### src/rtl/cam_pkg.sv
// Shared types and helpers for the camera frame-buffer writer.
// Holds the default frame geometry, the FSM state type and the pixel format conversion.
package cam_pkg;

  localparam int unsigned CAM_FRAME_W  = 160;
  localparam int unsigned CAM_FRAME_H  = 120;
  localparam int unsigned FRAME_PIXELS = CAM_FRAME_W * CAM_FRAME_H;

  typedef enum logic [1:0] {
    ST_IDLE,
    ST_ARMED,
    ST_CAPTURE,
    ST_DONE
  } cam_wr_state_t;

  // Packs an RGB565 pixel (high byte first) into one RGB332 byte.
  function automatic logic [7:0] rgb565_to_332(input logic [7:0] hi, input logic [7:0] lo);
    return {hi[7:5], hi[2:0], lo[4:3]};
  endfunction

endpackage

### src/rtl/pixel_packer.sv
// Pairs capture bytes into RGB565 pixels and emits one RGB332 pixel per pair.
// The output strobe is registered, one cycle after the second byte is accepted.
module pixel_packer
  import cam_pkg::*;
(
  input  logic       clk,
  input  logic       rst,
  input  logic       clear,
  input  logic       byte_valid,
  input  logic [7:0] byte_data,
  input  logic       room,
  output logic       phase,
  output logic       pix_valid,
  output logic [7:0] pix_data
);

  logic [7:0] hi;

  always_ff @(posedge clk or posedge rst) begin
    if (rst) begin
      phase     <= 1'b0;
      hi        <= '0;
      pix_valid <= 1'b0;
      pix_data  <= '0;
    end else begin
      pix_valid <= 1'b0;
      if (clear) begin
        phase <= 1'b0;
      end else if (byte_valid) begin
        phase <= ~phase;
        if (!phase) begin
          hi <= byte_data;
        end else if (room) begin
          pix_valid <= 1'b1;
          pix_data  <= rgb565_to_332(hi, byte_data);
        end
      end
    end
  end

endmodule

### src/rtl/cam_frame_writer.sv
// Frame writer: arms on request or continuous mode, syncs to vsync, streams pixels
// into the frame-buffer RAM and reports frame completion with short/overflow flags.
module cam_frame_writer
  import cam_pkg::*;
#(
  parameter int unsigned FRAME_W = CAM_FRAME_W,
  parameter int unsigned FRAME_H = CAM_FRAME_H,
  parameter int unsigned ADDR_W  = 17
) (
  input  logic              clk,
  input  logic              reset,
  input  logic              vsync,
  input  logic [7:0]        pixel_data,
  input  logic              pixel_valid,
  input  logic              frame_done,
  input  logic              capture_req,
  input  logic              continuous,
  output logic [ADDR_W-1:0] addr,
  output logic [7:0]        data_in,
  output logic              rw,
  output logic              en,
  output logic              busy,
  output logic              frame_ready,
  output logic              short_frame,
  output logic              overflow
);

  localparam int unsigned       CNT_W     = ADDR_W + 1;
  localparam logic [CNT_W-1:0]  PIX_LIMIT = CNT_W'(FRAME_W * FRAME_H);

  cam_wr_state_t    state;
  logic             vsync_q;
  logic [CNT_W-1:0] count;
  logic             vsync_rise;
  logic             byte_ok;
  logic             phase;
  logic             last_byte;
  logic             room;

  assign vsync_rise = vsync & ~vsync_q;
  assign byte_ok    = (state == ST_CAPTURE) && pixel_valid;
  assign last_byte  = byte_ok && phase;
  assign room       = count < PIX_LIMIT;
  assign rw         = en;

  pixel_packer u_packer (
    .clk        (clk),
    .rst        (reset),
    .clear      (state != ST_CAPTURE),
    .byte_valid (byte_ok),
    .byte_data  (pixel_data),
    .room       (room),
    .phase      (phase),
    .pix_valid  (en),
    .pix_data   (data_in)
  );

  always_ff @(posedge clk or posedge reset) begin
    if (reset) begin
      state       <= ST_IDLE;
      vsync_q     <= 1'b0;
      count       <= '0;
      addr        <= '0;
      busy        <= 1'b0;
      frame_ready <= 1'b0;
      short_frame <= 1'b0;
      overflow    <= 1'b0;
    end else begin
      vsync_q     <= vsync;
      frame_ready <= 1'b0;
      // The counter trails the write by a cycle, so addr is captured when the write is issued.
      if (en) count <= count + CNT_W'(1);
      if (last_byte && room)  addr     <= count[ADDR_W-1:0];
      if (last_byte && !room) overflow <= 1'b1;
      case (state)
        ST_IDLE: begin
          if (capture_req || continuous) begin
            state <= ST_ARMED;
            busy  <= 1'b1;
          end
        end
        ST_ARMED: begin
          if (vsync_rise) begin
            state       <= ST_CAPTURE;
            count       <= '0;
            addr        <= '0;
            short_frame <= 1'b0;
            overflow    <= 1'b0;
          end
        end
        ST_CAPTURE: begin
          if (frame_done) begin
            state <= ST_DONE;
            busy  <= 1'b0;
          end else if (vsync_rise) begin
            state <= ST_ARMED;
          end
        end
        ST_DONE: begin
          // A write may still be in flight from a pixel completed alongside frame_done.
          state       <= ST_IDLE;
          frame_ready <= 1'b1;
          short_frame <= (count + CNT_W'(en)) < PIX_LIMIT;
        end
        default: state <= ST_IDLE;
      endcase
    end
  end

endmodule

### config.mk
export PLATFORM = sky130hd
export DESIGN_NAME = cam_frame_writer
export DESIGN_NICKNAME = d
export VERILOG_FILES = /design/src/rtl/cam_pkg.sv /design/src/rtl/pixel_packer.sv /design/src/rtl/cam_frame_writer.sv
export SDC_FILE = /design/constraint.sdc
export NUM_CORES = 1
export LEC_CHECK = 0
export CORE_MARGIN = 10
export CORE_UTILIZATION = 52
export DETAILED_ROUTE_END_ITERATION = 8
export HOLD_SLACK_MARGIN = 0.06
export PLACE_DENSITY = 0.89
export SLEW_MARGIN = 20
export SYNTH_ARGS = -nofsm -noshare
export SYNTH_HDL_FRONTEND = slang
export SYNTH_SLANG_ARGS = --single-unit
### constraint.sdc
create_clock -name clk -period 2.45 [get_ports clk]
set_input_delay 0.3675 -clock clk [delete_from_list [all_inputs] [get_ports clk]]
set_output_delay 0.3675 -clock clk [all_outputs]
set_load 0.01 [all_outputs]
==> run summary, run 1 <==
The run finished with clean final reports. The core region is 0.004817 mm2. The cell sitting at the root of the clock tree is a clkbuf_8. The repair_antennas step left the layout with diodes totalling 0. For the final database, setup skew stands at 0.009929 ns. At the worst endpoint, the required time is 2.68 ns. The run gives 0.5524 as the proportion of synthesized chip area in sequential cells.

Path type of the worst setup path: reg -> reg. The share of synthesized registers carrying an async set or reset was 1.000. TritonCTS built the clock tree. Summed over all failing endpoints, the final setup total negative slack is 0 ns. The largest net degree at the start of global routing is 36, and the number of nets in the final layout is 303. Count of boundary I/O pins: 46.

In this design, the stage delay of the slowest critical-path cell is 0.50 ns. The clock-pin transition on the worst setup and hold timing paths came out at 0.06 ns. Setup repair after global routing left no endpoint under its margin. Across the run, the number of max-cap violations was 0.

The final cycle utilization of the critical path was 0.7927; the net switching fraction of the power was 0.2455. Static timing analysis puts the maximum clock frequency at 514.9 MHz. For the fraction of power consumed by combinational cells, the log shows 0.123.

Routability-driven placement finished with a final weighted congestion of 0.8511. Power per cell area: 676.3 mW/mm2. Die extent in y: 91.09 um. The net count of the mapped netlist was 255. The slew at the pin closest to its max-slew limit works out to 0.6251 ns. For this run, the leading register cell type out of synthesis is dfrtp_1. The overall routed net length is 5965 um, and the register bit total from synthesis is 58. For the worst ir drop on vdd, the log shows 660.7 uV.

The remaining number of nets flagged by the antenna check after routing came out at 0. The library cell used most frequently in the layout, excluding fill and tap cells, is dfrtp_1. On the critical path the largest part of the delay comes from compound AO/OA/AOI/OAI gates. The synthesized netlist occupies a cell area of 0.002628 mm2. Once detailed placement completed, the half-perimeter wirelength came to 4033 um. For the number of hold violations in the final report, the log shows 0. For this design, the slowest cell found on the critical path is dfrtp_1. Proportion of synthesized area in mux cells: 0.1210. The worst setup path is captured at a flip-flop. For the worst-skew pair, the clock arrives at the later sink with an insertion delay of 0.34 ns. Counting every instance in the synthesized netlist gives 238.

For this block, the via count after detailed routing is 1929. The total of buffers placed on input and output ports came out at 45. The fraction of final layout cells with drive strength greater than 1 is 0.1203, and the count of H-tree levels built during CTS is 3. After layout, the minimum clock period comes to 1.942 ns.

Worst hold-check path type: in -> async. The run gives 0.495 as the part of the power in registers. The detailed router finished its first iteration with 116 violations. In the final layout, the multi-input gates occupy 0.001094 mm2. The total overflow left after global routing is 0.

The power spent charging and discharging nets is 0.5558 mW. Traced cell by cell, the critical path runs through ha_1, nand2_1, nor3_1, o2111a_1, nor2_1, o41ai_1. The tools report the initial antenna violation count as 0.

The logs give 9 for the number of buffers created by CTS and 0 for the number of cells upsized or downsized after cts. The first detailed-routing pass took 4 iterations. The worst slew slack as a fraction of its limit came out at 0.5817. For this run, design rule violations remaining after detail routing come to 0. Summing all placed instances gives a cell area of 0.003146 mm2. The layout has 367 filler cells.

The synthesized netlist contains 38 unique library cells. Maximum fanout count along the critical path: 7. The final count of negative-setup-slack endpoints came out at 0. The maximum buffer depth of the clock tree was 2. The simple-gate portion of the synthesized area came out at 0.1719. The depth of the critical timing path with buffers and inverters included was 6. By area, the combinational part of the netlist is dominated by simple AND/OR/NAND/NOR gates. For the count of warnings emitted by yosys, the log shows 0. For the initial cell density of the core, the log shows 0.5455. The run gives 0.1516 as the total track usage. The area share of fa/ha/maj cells after synthesis came out at 0.009524. The worst setup path is launched from a flip-flop. The share of the synthesized area in compound gates (AO/OA/AOI/OAI) works out to 0.05619. For the hold-fix buffer count after cts, the log shows 0. The tools report the number of placement rows as 25. The tools report the part of the power in the clock network as 0.382.

The logs give 1.472 nW for the static leakage and 2.17 ns for the data arrival at the endpoint of the critical path. The die covers 0.008296 mm2. Counting both buffers and inverters, the worst setup path holds a total of 0. The synthesized-area fraction occupied by xor and xnor cells is 0.05667.

The tools report the post-layout instance area as 0.003347 mm2. From synthesis to final layout, the design area changed by 27.38%. The count of flip-flops with a built-in enable after synthesis came out at 0. Leaving out fill and tap cells, the most frequent cells in the layout are 58 x dfrtp_1, 45 x clkdlybuf4s50_1, 43 x nor2_1.

For the via count of the first global-routing pass, the log shows 2012. The horizontal die dimension came out at 91.09 um. Mean instance size in the synthesized netlist: 11.04 um2.

The clock net in this run drives a total of 58 sinks. The first global-routing pass estimated 10080 um of wire. The worst reg-to-reg path cell count is 6. Using the TritonRoute via totals, the vias-per-cell ratio works out to 5.388.

The number of setup buffers added after CTS is 0. The final routed wire length divided by cell count is 16.66 um, and the number of pins with negative max-slew slack in the final report is 0. The sequential cells in the finished layout cover a total of 0.001451 mm2.

The internal power of the cells totals 1.708 mW.
stage by stage:
stage	hold slack (ns)	std cells	utilization	power, mW	worst slack [ns]
after floorplan	0.3989	238	-	1.279	0.5831
after global placement	0.4704	342	0.6530	1.395	0.5043
after detailed placement	0.4816	342	0.6530	1.415	0.4516
after CTS	0.4026	358	0.6948	2.291	0.5179
after global routing	0.4378	358	0.6948	2.369	0.3237
final	0.3978	358	0.6948	2.264	0.5078
power groups by stage:
stage / clock, mW / combinational (mW) / sequential [mW]
3_5_place_dp: 0 / 0.280 / 1.13
6_report: 0.865 / 0.278 / 1.12
2_1_floorplan: 0 / 0.156 / 1.12
5_1_grt: 0.930 / 0.305 / 1.13
4_1_cts: 0.887 / 0.283 / 1.12
3_3_place_gp: 0 / 0.268 / 1.13
cell families (layout without fill, tap and decap cells):
logic type | after synthesis | after routing
simple gates | 95 | 95
compound gates | 20 | 20
buf+inv | 16 | 69
flops | 58 | 58
xor+xnor | 17 | 17
fa+ha+maj | 2 | 2
mux | 30 | 30
state kept, by name (all words and copies together), names as in the netlist:
| register | count |
|---|---|
| state | 2 |
| u_packer.phase | 1 |
| u_packer.hi | 6 |
| overflow | 1 |
| u_packer.pix_valid | 1 |
| vsync_q | 1 |
| u_packer.pix_data | 8 |
| frame_ready | 1 |
| count | 18 |
| short_frame | 1 |
| busy | 1 |
| addr | 17 |
worst paths after layout:
path | end | slack (ns) | startpoint
max | short_frame$_DFFE_PP0P_ | 0.51 | u_packer.pix_valid$_DFF_PP0_
min | vsync_q$_DFF_PP0_ | 0.40 | reset
max reg2reg | short_frame$_DFFE_PP0P_ | 0.51 | u_packer.pix_valid$_DFF_PP0_
min reg2reg | overflow$_DFF_PP0_ | 0.49 | overflow$_DFF_PP0_
max in group asynchronous | addr[2]$_DFF_PP0_ | 1.47 | reset
min in group clk | vsync_q$_DFF_PP0_ | 0.49 | vsync
cell type report:
type	count	area share
Tap cell	67	0.02505
Clock buffer	15	0.05869
Clock inverter	1	0.001495
Inverter	5	0.005607
Multi-Input combinational cell	164	0.3267
Sequential cell	58	0.4336
Timing Repair Buffer	48	0.1488
synth_stat cells (all sizes together) (2+ instances only):
master / instances / area (um2)
a21oi: 5 / 25.02
dfrtp: 58 / 1451
o21ai: 4 / 20.01
clkbuf: 4 / 16.26
o41ai: 4 / 35.03
nor2: 44 / 165.2
mux2: 14 / 157.7
nor3b: 2 / 15.01
xor2: 10 / 87.58
nor3: 4 / 25.02
and3: 6 / 37.54
a211oi: 2 / 27.53
buf: 7 / 50.05
nand4: 5 / 31.28
and2: 2 / 12.51
nand3: 12 / 60.06
ha: 2 / 25.02
nor2b: 4 / 25.02
inv: 5 / 18.77
or3: 3 / 23.77
mux2i: 16 / 160.2
nand2: 11 / 41.29
xnor2: 7 / 61.31
layer usage:
layer | share of wire | GRT usage | routed length (um) | vias up
met5 | 0 | 0 | 0 | -
li1 | - | - | - | 909
met2 | 0.50 | 0.2458 | 2955 | 54
met3 | 0.074 | 0.07901 | 442 | 9
met1 | 0.42 | 0.1671 | 2491 | 957
met4 | 0.013 | 0.05352 | 76 | 0
worst reg2reg max path, stage by stage, from the launching register on:
cell      delay (ns)
dfrtp_1         0.50
ha_1            0.22
nand2_1         0.12
nor3_1          0.38
o2111a_1        0.25
nor2_1          0.04
o41ai_1         0.32
No activity file was read; power rests on OpenSTA's default activity.
==> run 2: changes to the inputs <==
clock period = 1.95 ns   (was 2.45 ns; I/O delays follow)
==> run summary, run 2 (synthesis results as in run 1) <==
The flow ran to the end, and the final reports show no timing, DRC or antenna violations. The final-layout fill cell count is 336 (-8.4%). Clock-pin transition on the worst setup and hold timing paths: 0.07 ns (about the same). The final worst-path setup slack came out at 0.1201 ns (-0.3877 ns). Global-route met2 utilization: 0.2297 (-0.01611).

The logs give 46 (unchanged) for the count of boundary I/O pins and 2016 (+0.20%) for the via count of the first global-routing pass. Post-place setup slack: 0.02209 ns (-0.4295 ns). Buffer cell driving the clock tree root: clkbuf_8. The ratio of routed vias to standard cells came out at 5.278 (-2.0%). Sort of element at the end of the critical path: a flip-flop. By startpoint and endpoint, the worst setup path is classified as reg -> reg.

Setup repair after global routing left no endpoint under its margin. The worst register-to-register path ends at u_packer.pix_data[5]$_DFFE_PP0P_. The fraction of final layout cells with drive strength greater than 1 came out at 0.1617 (+0.04144). The logs give 1.560 nW (+6.0%) for the static leakage and 0.06008 (-0.01893) for the met3 usage in global routing. Tracing the worst setup path back leads to its startpoint at count[17]$_DFF_PP0_. The critical path required time was 2.16 ns (-0.52 ns); the total of buffers placed on input and output ports was 45 (unchanged). The register with the most flip-flops in the final layout is count. The logs give 546.5 MHz (+6.1%) for the highest achievable clock rate and 0.004817 mm2 (unchanged) for the floorplan core area. The area growth from synthesis to layout is 32.00%. Fraction of met1 tracks used by global routing: 0.1747 (+0.007568). The min-delay analysis places its worst path in the category in -> async. The logs give 0.34 ns (about the same) for the clock latency at the later pin of the worst-skew pair and 4095 um (+1.5%) for the HPWL after detailed placement.

The maximum fanout count along the critical path works out to 24 (+17). The tools report the setup slack on the worst flop-to-flop path as 0.12 ns (-0.39 ns). The residual DRC count is 0 (unchanged).

The total track usage was 0.1470 (-0.004606). The tools report the initial cell density of the core as 0.5455 (unchanged). In this run the most used layer during global routing was met2. The maximum buffer depth of the clock tree was 2 (unchanged). The overall overflow remaining after global route came out at 0 (unchanged).

Final routed wire length divided by cell count: 15.65 um (-6.1%). The tools report the max-capacitance violation count as 0 (unchanged). The first-pass GRT wire length is 9901 um (-1.8%). The tools report the setup TNS after final layout as 0 ns (unchanged). The final total power came out at 2.821 mW (+25%). The die extent in y was 91.09 um (unchanged); the worst ir drop on vdd was 850.2 uV (+29%).

Leaving out fill and tap cells, the most frequent cell in the layout is dfrtp_1. For the number of pins with negative max-slew slack in the final report, the log shows 0 (unchanged). TritonCTS built the clock tree.

The largest registers in the layout are count x18, addr x17, u_packer.pix_data x8. The initial antenna violation count is 0 (unchanged), and the core occupancy in the finished layout is 0.7200 (+0.02519). The number of diodes is 0 (unchanged), and the horizontal die dimension is 91.09 um (unchanged). The area of all sequential standard cells was 0.001451 mm2 (unchanged); the area enclosed by the die boundary was 0.008296 mm2 (unchanged). The startpoint identified for the worst register-to-register timing path is count[17]$_DFF_PP0_. The final critical path time including I/O delays and setup was 1.830 ns (-0.1123 ns). The tools report the number of sinks handled by clock tree synthesis as 58 (unchanged). The detailed-route via count was 1953 (+1.2%); the count of H-tree levels built during CTS was 3 (unchanged).

The data arrival at the endpoint of the critical path is 2.04 ns (-0.13 ns), and the remaining number of nets flagged by the antenna check after routing is 0 (unchanged). Launching element type of the critical path: a flip-flop. The flip-flop count of the largest register after layout came out at 18 (unchanged). The number of buffers created by CTS came out at 9 (unchanged).

The number of violations reported at the end of detailed-routing iteration 0 was 151 (+30%); the number of placement rows was 25 (unchanged). The final count of negative-setup-slack endpoints is 0 (unchanged), and the tightest hold margin is 0.2982 ns (-0.09959 ns). The worst reg-to-reg path cell count came out at 4 (-2). The overall routed net length came out at 5790 um (-2.9%).

The number of setup buffers added after CTS is 0 (unchanged), and the power per cell area is 813.4 mW/mm2 (+20%). The worst slew slack as a fraction of its limit is 0.6702 (+0.08843), and the final setup skew is 0.009940 ns (+0.00001144 ns). The routability congestion estimate came out at 0.8722 (+2.5%). The slew at the pin closest to its max-slew limit is 0.4940 ns (-0.1311 ns), and the multi-input combinational cell area is 0.001105 mm2 (+1.0%). The top cell types in the final layout, fill and taps aside, are 58 x dfrtp_1, 45 x clkdlybuf4s50_1, 43 x nor2_1. The timing endpoint of the critical path was u_packer.pix_data[5]$_DFFE_PP0P_. The final cycle utilization of the critical path is 0.9384 (+0.1457). The tools report the number of nets in the final layout as 316 (+4.3%). For the largest net degree at the start of global routing, the log shows 36 (unchanged). The logs give 0 (unchanged) for the number of hold violations in the final report and 4 (unchanged) for the number of optimization iterations in the first detailed-route pass.
-- run 2: changes by cell type in the layout (fill, tap and decap cells not counted) --
cell / change
nor3_4: +1
buf_4: +11
clkbuf_8: -1
nor3_1: -1
clkinv_2: +1
buf_12: +2
clkbuf_1: -1
-- run 2: worst min-delay path by stage --
stage                                           from  slack (ns)                               end  cells after the start
floorplan                                      vsync        0.32                 vsync_q$_DFF_PP0_                      0
CTS                                            reset        0.30               count[14]$_DFF_PP0_                      2
detailed placement  u_packer.pix_data[0]$_DFFE_PP0P_        0.48  u_packer.pix_data[0]$_DFFE_PP0P_                      1
global route                                   reset        0.31        u_packer.phase$_DFFE_PP0P_                      2
finish                                         reset        0.30  u_packer.pix_data[4]$_DFFE_PP0P_                      2
global placement          u_packer.hi[7]$_DFFE_PP0P_        0.47  u_packer.pix_data[7]$_DFFE_PP0P_                      1
-- run 2: metal layers --
layer	vias up	wire [um]	share of wire
li1	940	-	-
met1	963	2543	0.44
met2	42	2820	0.49
met3	8	334	0.058
met4	0	91	0.016
met5	-	0	0
-- run 2: layout make-up --
class                   count  area share
clock inverters             2    0.002886
well taps                  67     0.02417
clock buffers              13     0.05159
flip-flops and latches     58      0.4185
multi-input cells         164      0.3185
inverters                   5    0.005411
repair buffers             61      0.1789
-- run 2: report_power, final --
part | switching, mW | internal [mW]
logic | 0.183 | 0.224
registers | 0.0580 | 1.32
clock network | 0.448 | 0.588
total | 0.688 | 2.13
-- run 2: per-stage QoR --
stage                     instance area (um2)  std cells
after floorplan                          2628        238
after CTS                                3457        370
after detailed placement                 3268        355
after global routing                     3468        370
final                                    3468        370
after global placement                   3268        355
-- run 2: critical path, stage by stage (launching register included) --
cell	delay (ns)
dfrtp_1	0.42
or3_4	0.41
a211oi_4	0.28
buf_12	0.23
mux2_2	0.35
-- run 2: repair_timing --
item	4_1_cts	5_1_grt
endpoints found under the setup margin	0	1
gates resized for setup	0	2
hold buffers	0	0
